File: src/rtl/data_mem_stall_unit.sv
// Multi-cycle data-memory stage: one outstanding word access with fixed latency, stalling the CPU until done.
// Optional per-op completion counters are enabled by defining DMEM_ACCESS_CNT_EN.
module data_mem_stall_unit #(
    parameter int DEPTH_WORDS = 128,
    parameter int LATENCY     = 2
) (
    input  logic        clk_i,
    input  logic        rst_i,
    input  logic [31:0] addr_i,
    input  logic [31:0] data_i,
    input  logic        MemRead_i,
    input  logic        MemWrite_i,
    output logic [31:0] data_o,
    output logic        stall_o,
    output logic        misalign_o
`ifdef DMEM_ACCESS_CNT_EN
    ,
    output logic [15:0] rd_cnt_o,
    output logic [15:0] wr_cnt_o
`endif
);

    localparam int AW = $clog2(DEPTH_WORDS);

    typedef enum logic [1:0] {IDLE, BUSY, DONE} state_t;

    state_t          state;
    logic [3:0]      cnt;
    logic [AW-1:0]   idx_q;
    logic [31:0]     wdata_q;
    logic            is_store_q;
    logic [31:0]     mem [DEPTH_WORDS];

    logic            req;
    logic            aligned_req;
    logic            finish;
    logic            unused_addr;

    assign req         = MemRead_i | MemWrite_i;
    assign misalign_o  = req & (addr_i[1:0] != 2'b00);
    assign aligned_req = req & (addr_i[1:0] == 2'b00);
    // Upper address bits are intentionally dropped so addresses wrap.
    assign unused_addr = ^addr_i[31:AW+2];

    // The completing BUSY cycle; a reset in that cycle aborts the access.
    assign finish = (state == BUSY) && (cnt == 4'd0) && !rst_i;

    always_comb begin
        stall_o = 1'b0;
        if (state == BUSY)
            stall_o = 1'b1;
        else if (state == IDLE)
            stall_o = aligned_req;
    end

    // Storage is not reset; contents survive rst_i.
    always_ff @(posedge clk_i) begin
        if (finish && is_store_q)
            mem[idx_q] <= wdata_q;
    end

    always_ff @(posedge clk_i) begin
        if (rst_i) begin
            state      <= IDLE;
            cnt        <= 4'd0;
            idx_q      <= '0;
            wdata_q    <= 32'd0;
            is_store_q <= 1'b0;
            data_o     <= 32'd0;
        end else begin
            case (state)
                IDLE: begin
                    if (aligned_req) begin
                        idx_q      <= addr_i[AW+1:2];
                        wdata_q    <= data_i;
                        is_store_q <= MemWrite_i;
                        cnt        <= 4'(LATENCY - 1);
                        state      <= BUSY;
                    end
                end
                BUSY: begin
                    if (cnt != 4'd0) begin
                        cnt <= cnt - 4'd1;
                    end else begin
                        if (!is_store_q)
                            data_o <= mem[idx_q];
                        state <= DONE;
                    end
                end
                DONE:    state <= IDLE;
                default: state <= IDLE;
            endcase
        end
    end

`ifdef DMEM_ACCESS_CNT_EN
    always_ff @(posedge clk_i) begin
        if (rst_i) begin
            rd_cnt_o <= 16'd0;
            wr_cnt_o <= 16'd0;
        end else if (finish) begin
            if (is_store_q && wr_cnt_o != 16'hFFFF)
                wr_cnt_o <= wr_cnt_o + 16'd1;
            if (!is_store_q && rd_cnt_o != 16'hFFFF)
                rd_cnt_o <= rd_cnt_o + 16'd1;
        end
    end
`endif

endmodule

File: config.mk
export PLATFORM = sky130hd
export DESIGN_NAME = data_mem_stall_unit
export DESIGN_NICKNAME = d
export VERILOG_FILES = /design/src/rtl/data_mem_stall_unit.sv
export SDC_FILE = /design/constraint.sdc
export NUM_CORES = 2
export LEC_CHECK = 0
export ABC_CLOCK_PERIOD_IN_PS = 3600
export CORE_ASPECT_RATIO = 0.5
export CORE_UTILIZATION = 57
export CTS_CLUSTER_SIZE = 28
export DETAILED_ROUTE_END_ITERATION = 8
export GPL_TIMING_DRIVEN = 1
export HOLD_SLACK_MARGIN = 0.02
export PLACE_DENSITY = 0.76
export SYNTH_ARGS = -nofsm -noshare
export SYNTH_HDL_FRONTEND = slang
export SYNTH_SLANG_ARGS = --single-unit
export TNS_END_PERCENT = 20
File: constraint.sdc
create_clock -name clk_i -period 3.6 [get_ports clk_i]
set_input_delay 0.9 -clock clk_i [delete_from_list [all_inputs] [get_ports clk_i]]
set_output_delay 0.9 -clock clk_i [all_outputs]
set_load 0.05 [all_outputs]
# Word level (Yosys, flattened, before mapping)

Memory sizes are Yosys's and may differ from the RTL's. A register that Yosys moved wholly into a read port is not among the register bits.
Index checks and enable logic that the tools add are counted.

Output and inout port bits: 34
Bits in writable memories: 4096
Word-level logic and storage cells: 40
Memory bits (read-only): 0
Bits of input ports: 68
Latch bits: 0
Register bits after elaboration: 46
Memories kept: 1

Memories:

| name | words | bits a word | read ports | clocked after memory_dff | write ports | line | RTL |
|---|---|---|---|---|---|---|---|
| mem  | 128   | 32          | 1          | 1                        | 1           | 32   | `logic [31:0] mem [DEPTH_WORDS];` |

Add/sub/neg operators: 1
Magnitude comparators: 0
Reductions and logical operators: 14
Equal/unequal tests: 4
Multipliers: 0
Shifts and indexed selects: 0
Div/mod/pow operators: 0
Bitwise operators: 5
Multiplexer cells: 10

Operator list:

| kind                                                               | count |
|---|---|
| 4-bit two-way mux                                                  | 2 |
| 4-bit case mux with 2 select lines                                 | 1 |
| 3-bit AND reduction                                                | 2 |
| 2-bit zero test                                                    | 2 |
| 4-bit zero test                                                    | 1 |
| 1-bit two-way mux                                                  | 4 |
| 2-bit two-way mux                                                  | 2 |
| 2-bit != test, second input constant                               | 2 |
| 2-bit case mux with 2 select lines                                 | 1 |
| 2-bit AND reduction                                                | 2 |
| 2-bit nonzero test                                                 | 2 |
| 4-bit nonzero test                                                 | 1 |
| 4-bit by 1-bit subtractor with 4-bit output, second input constant | 1 |
| 1-bit logical AND                                                  | 3 |
| 1-bit AND                                                          | 2 |
| 2-bit by 1-bit == test with 1-bit output, second input constant    | 1 |
| 2-bit by 1-bit != test with 1-bit output, second input constant    | 1 |
| 1-bit inverter                                                     | 2 |
| 1-bit zero test                                                    | 1 |
| 1-bit OR                                                           | 1 |

# Logic depth before layout (Yosys ltp)

Depth in word-level cells: 6
Depth in mapped cells: 10
Depth with buffers taken out: 8

# Worst setup path after synthesis

No wires, ideal clock.

Path kind: input port to flip-flop
Start point: input port rst_i
End point: memory mem[99][0] (enable)
Path slack: -0.077 ns
Buffers on the path: 2
Cell stages on the path: 6
Required time: 3.179 ns
Setup time: 0.421 ns
Arrival time: 3.256 ns
Path through: clkbuf_1 > nor3_1 > and3_1 > nand2_1 > clkbuf_1 > nor2_1

Cells in the longest elaborated chain, start to end: 5

RTL lines:

| what                                    | line | RTL |
|---|---|---|
| from (decl)                             | 8    | `input logic rst_i,` |
| 1-bit zero test                         | 46   | `assign finish = (state == BUSY) && (cnt == 4'd0) && !rst_i;` |
| 1-bit logical AND                       | 46   |  |
| 1-bit logical AND                       | 58   | `if (finish && is_store_q)` |
| 1-bit two-way mux                       | 58   |  |
| 1-bit two-way mux (not written as such) | 59   | `mem[idx_q] <= wdata_q;` |
| to (decl)                               | 32   |  |

Every way passes these cells.

==> results_dict.tcl <==
set metrics [dict create \
    vias 89500 \
    muxShareOfSynthArea 0.128 \
    maxCapViolCount 0 \
    syn_area_per_cell_um2 18.0 \
    r2r_slack_ns 0.005 \
    gp_routability_congestion 0.935 \
    clk_pin_slew_worst_paths_ns 0.07 \
    vias_per_cell 6.59 \
    worst-path-buf-inv 3 \
    cp_top_family "compound AO/OA/AOI/OAI gates" \
    drcViolationCount 0 \
    start_util 0.574 \
    crit_path_end_kind "flip-flop" \
    power_switching_share 0.211 \
    drt_first_pass_iters 6 \
    yosysUniqueCellTypes 39 \
    maxSlewHeadroom 0.0889 \
    grt-ovfl-total 0 \
    drive_gt1_frac 0.150 \
    crit_required_ns 4.33 \
    critPathKind "reg -> reg" \
    p_leak_nw 52.1 \
    antenna_found_initial 20 \
    clock.fmax_mhz 278 \
    final.setup.tns_ns 0 \
    io_pins 102 \
    synth-compound-area-share 0.0662 \
    clockBufferDepth 4 \
    holdWs_ns 0.291 \
    reg2reg_depth 9 \
    netlist_area_um2 160000 \
    synth_edf_count 4096 \
    cts.htree.levels 5 \
    clock_power_share 0.395 \
    syn_to_final_growth_pct 14.9 \
    cts_root_buf "clkbuf_16" \
    cts_setup_buffers 0 \
    die_w_um 751 \
    antenna_left 0 \
    cp_slowest_stage_delay_ns 0.63 \
    r2r-start "idx_q[0]" \
    synth_top_family_by_area "multiplexers" \
    path_cells "buf_12, buf_12, mux2i_1, o22ai_1, o21ai_0, a41oi_1, nor4_1, buf_4, a211oi_1" \
    tightest_slew_ns 1.37 \
    crit_fanout 26 \
    path_common_cell "buf_12" \
    cp.arrival_ns 4.33 \
    fp.dieH_um 377 \
    r2r-end "data_o[27]" \
    cp_num_cells 9 \
    grt_usage 0.299 \
    hpwl_mm 249 \
    crit_end "data_o[27]" \
    synth_fp_nets 8933 \
    status "finished clean" \
    synthAdderAreaFrac 0.0000782 \
    async_flop_share 0 \
    clock_sinks 4174 \
    nNetsFinal 9605 \
    dieArea_um2 283000 \
    cts_tree "yes" \
    max-vdd-ir-drop_mv 0.429 \
    synthFlopType "edfxtp_1" \
    worst_path_max_delay_cell "o21ai_0" \
    synth-xor-area-share 0.0000548 \
    internal_power_w 0.0757 \
    grt_max_degree 98 \
    crit_path_start "idx_q[0]" \
    core_area_um2 279000 \
    first_iter_violations 13600 \
    hold_class "in -> reg" \
    yosys_warnings 0 \
    grt_pass1_wl_mm 607 \
    start_kind "flip-flop" \
    min_period_over_period 0.999 \
    hold_depth 2 \
    std_cell_rows 137 \
    ys_ff_latch 4174 \
    seqPwrFrac 0.559 \
    synth_simple_gate_area_frac 0.00883 \
    hold_viol 0 \
    min_period_ns 3.59 \
    ys_seq_area_frac 0.779 \
    fin_skew_ns 0.0458 \
    wl_per_cell_um 31.8 \
    grt_setup_unrepaired "false" \
    numCtsBuffers 355 \
    io_buffers 78 \
    netSwitchingPower_w 0.0203 \
    p_comb_frac 0.046 \
    power_density_nw_per_um2 522 \
    first_global_vias 85400 \
    setup_violations 0 \
    netlist_instances 8864 \
    clock_latency_ns 0.90 \
    wl_mm 431 \
    slew_viol_final 0 \
]
[logic make-up (layout without fill, tap and decap cells)]
group                    Yosys count  in the layout
AO/OA/AOI/OAI                   1744           1744
multiplexers                    2048           2048
buffers and inverters            562           1512
adder cells (fa/ha/maj)            1              1
other                              0              2
flip-flops                      4174           4174
XOR/XNOR                           1              1
AND/OR/NAND/NOR                  334            334
[cells in the mapped netlist (all sizes together), types with 3 or more instances]
| cell | count | area share |
|---|---|---|
| edfxtp | 4096 | 0.77 |
| buf | 317 | 0.012 |
| a41oi | 128 | 0.0070 |
| nand2 | 105 | 0.0025 |
| o22ai | 1024 | 0.040 |
| nand3 | 4 | 0.00013 |
| nor2 | 169 | 0.0040 |
| nand2b | 5 | 0.00020 |
| a211oi | 33 | 0.0015 |
| clkbuf | 243 | 0.0060 |
| nor4 | 34 | 0.0013 |
| o21ai | 514 | 0.016 |
| nor2b | 5 | 0.00020 |
| a21oi | 42 | 0.0013 |
| nor3 | 3 | 0.00013 |
| dfxtp | 78 | 0.0098 |
| mux2i | 2048 | 0.13 |
[cell type report]
type / instances / area (um2)
multi-input cells: 4128 / 33600
repair buffers: 875 / 9690
diodes: 2 / 5.00
inverters: 2 / 7.51
fillers: 17600 / 95000
clock buffers: 454 / 9520
clock inverters: 181 / 1700
flip-flops and latches: 4174 / 125000
well taps: 3753 / 4700
[state kept, by name (all words and copies together) (netlist names)]
| signal | count |
|---|---|
| is_store_q | 1 |
| state | 2 |
| data_o | 32 |
| cnt | 4 |
| mem | 4096 |
| wdata_q | 32 |
| idx_q | 7 |
[power groups by stage]
| stage | logic [W] | registers, W | clock network, W |
|---|---|---|---|
| after detailed placement | 0.00424 | 0.0547 | 0 |
| final | 0.00440 | 0.0536 | 0.0379 |
| after floorplan | 0.00207 | 0.0547 | 0 |
| after CTS | 0.00426 | 0.0536 | 0.0380 |
| after global routing | 0.00451 | 0.0536 | 0.0398 |
| after global placement | 0.00417 | 0.0547 | 0 |
[through the flow]
step / util / setup slack (ns) / total power (W) / cells / cell area, um2
final: 0.659 / 0.00535 / 0.0960 / 13600 / 184000
after floorplan: - / -0.0769 / 0.0567 / 8864 / 160000
after global placement: 0.619 / 0.120 / 0.0588 / 12900 / 173000
after CTS: 0.659 / 0.0698 / 0.0959 / 13600 / 184000
after detailed placement: 0.619 / 0.0814 / 0.0589 / 12900 / 173000
after global routing: 0.659 / 0.0294 / 0.0979 / 13600 / 184000
[worst reg2reg max path: stages, from the launching register on]
cell and delay (ns):
dfxtp_4 0.58, buf_12 0.33, buf_12 0.29, mux2i_1 0.21, o22ai_1 0.11, o21ai_0 0.63
a41oi_1 0.55, nor4_1 0.51, buf_4 0.18, a211oi_1 0.06
[layer usage]
layer,GRT usage,wire (um)
met5,0,115
met4,0.131,21600
met3,0.0959,64700
met2,0.436,187000
met1,0.417,158000
[worst min path at each step]
stage               startpoint       end  slack, ns
finish                   rst_i  state[1]       0.29
global route             rst_i  state[1]       0.27
CTS                      rst_i  state[1]       0.25
detailed placement      cnt[2]    cnt[2]       0.48
global placement        cnt[2]    cnt[2]       0.47
floorplan               cnt[2]    cnt[2]       0.45
[timing repair]
| action | in CTS | in global routing |
|---|---|---|
| hold buffers | 0 | 0 |
| endpoints found under the hold margin | 0 | 0 |
| endpoints found under the setup margin | 0 | 6 |
| resized for setup | 0 | 7 |
[cells in the final DEF (no fill, tap or decap), types with 2 or more instances in the layout]
| cell type | instances |
|---|---|
| clkdlybuf4s50_1 | 75 |
| clkbuf_1 | 83 |
| nand3_1 | 4 |
| clkbuf_16 | 364 |
| nor2_4 | 129 |
| buf_12 | 234 |
| and2b_4 | 2 |
| diode_2 | 2 |
| nor2_1 | 39 |
| a21oi_1 | 42 |
| clkinv_8 | 2 |
| nand2_1 | 96 |
| nand2b_1 | 2 |
| mux2i_1 | 2048 |
| o21ai_1 | 103 |
| inv_1 | 2 |
| buf_4 | 564 |
| clkinv_2 | 65 |
| clkinv_4 | 3 |
| a211oi_1 | 33 |
| nor3_1 | 2 |
| o22ai_1 | 1024 |
| inv_6 | 10 |
| dfxtp_1 | 45 |
| clkbuf_8 | 7 |
| bufinv_16 | 31 |
| edfxtp_1 | 4096 |
| clkinvlp_4 | 6 |
| o21ai_0 | 410 |
| nor4_1 | 34 |
| clkinv_1 | 63 |
| nor2b_1 | 5 |
| nand2_2 | 8 |
| nand2b_4 | 2 |
| a41oi_1 | 127 |
| dfxtp_4 | 33 |
(Power assumes the default switching activity.)
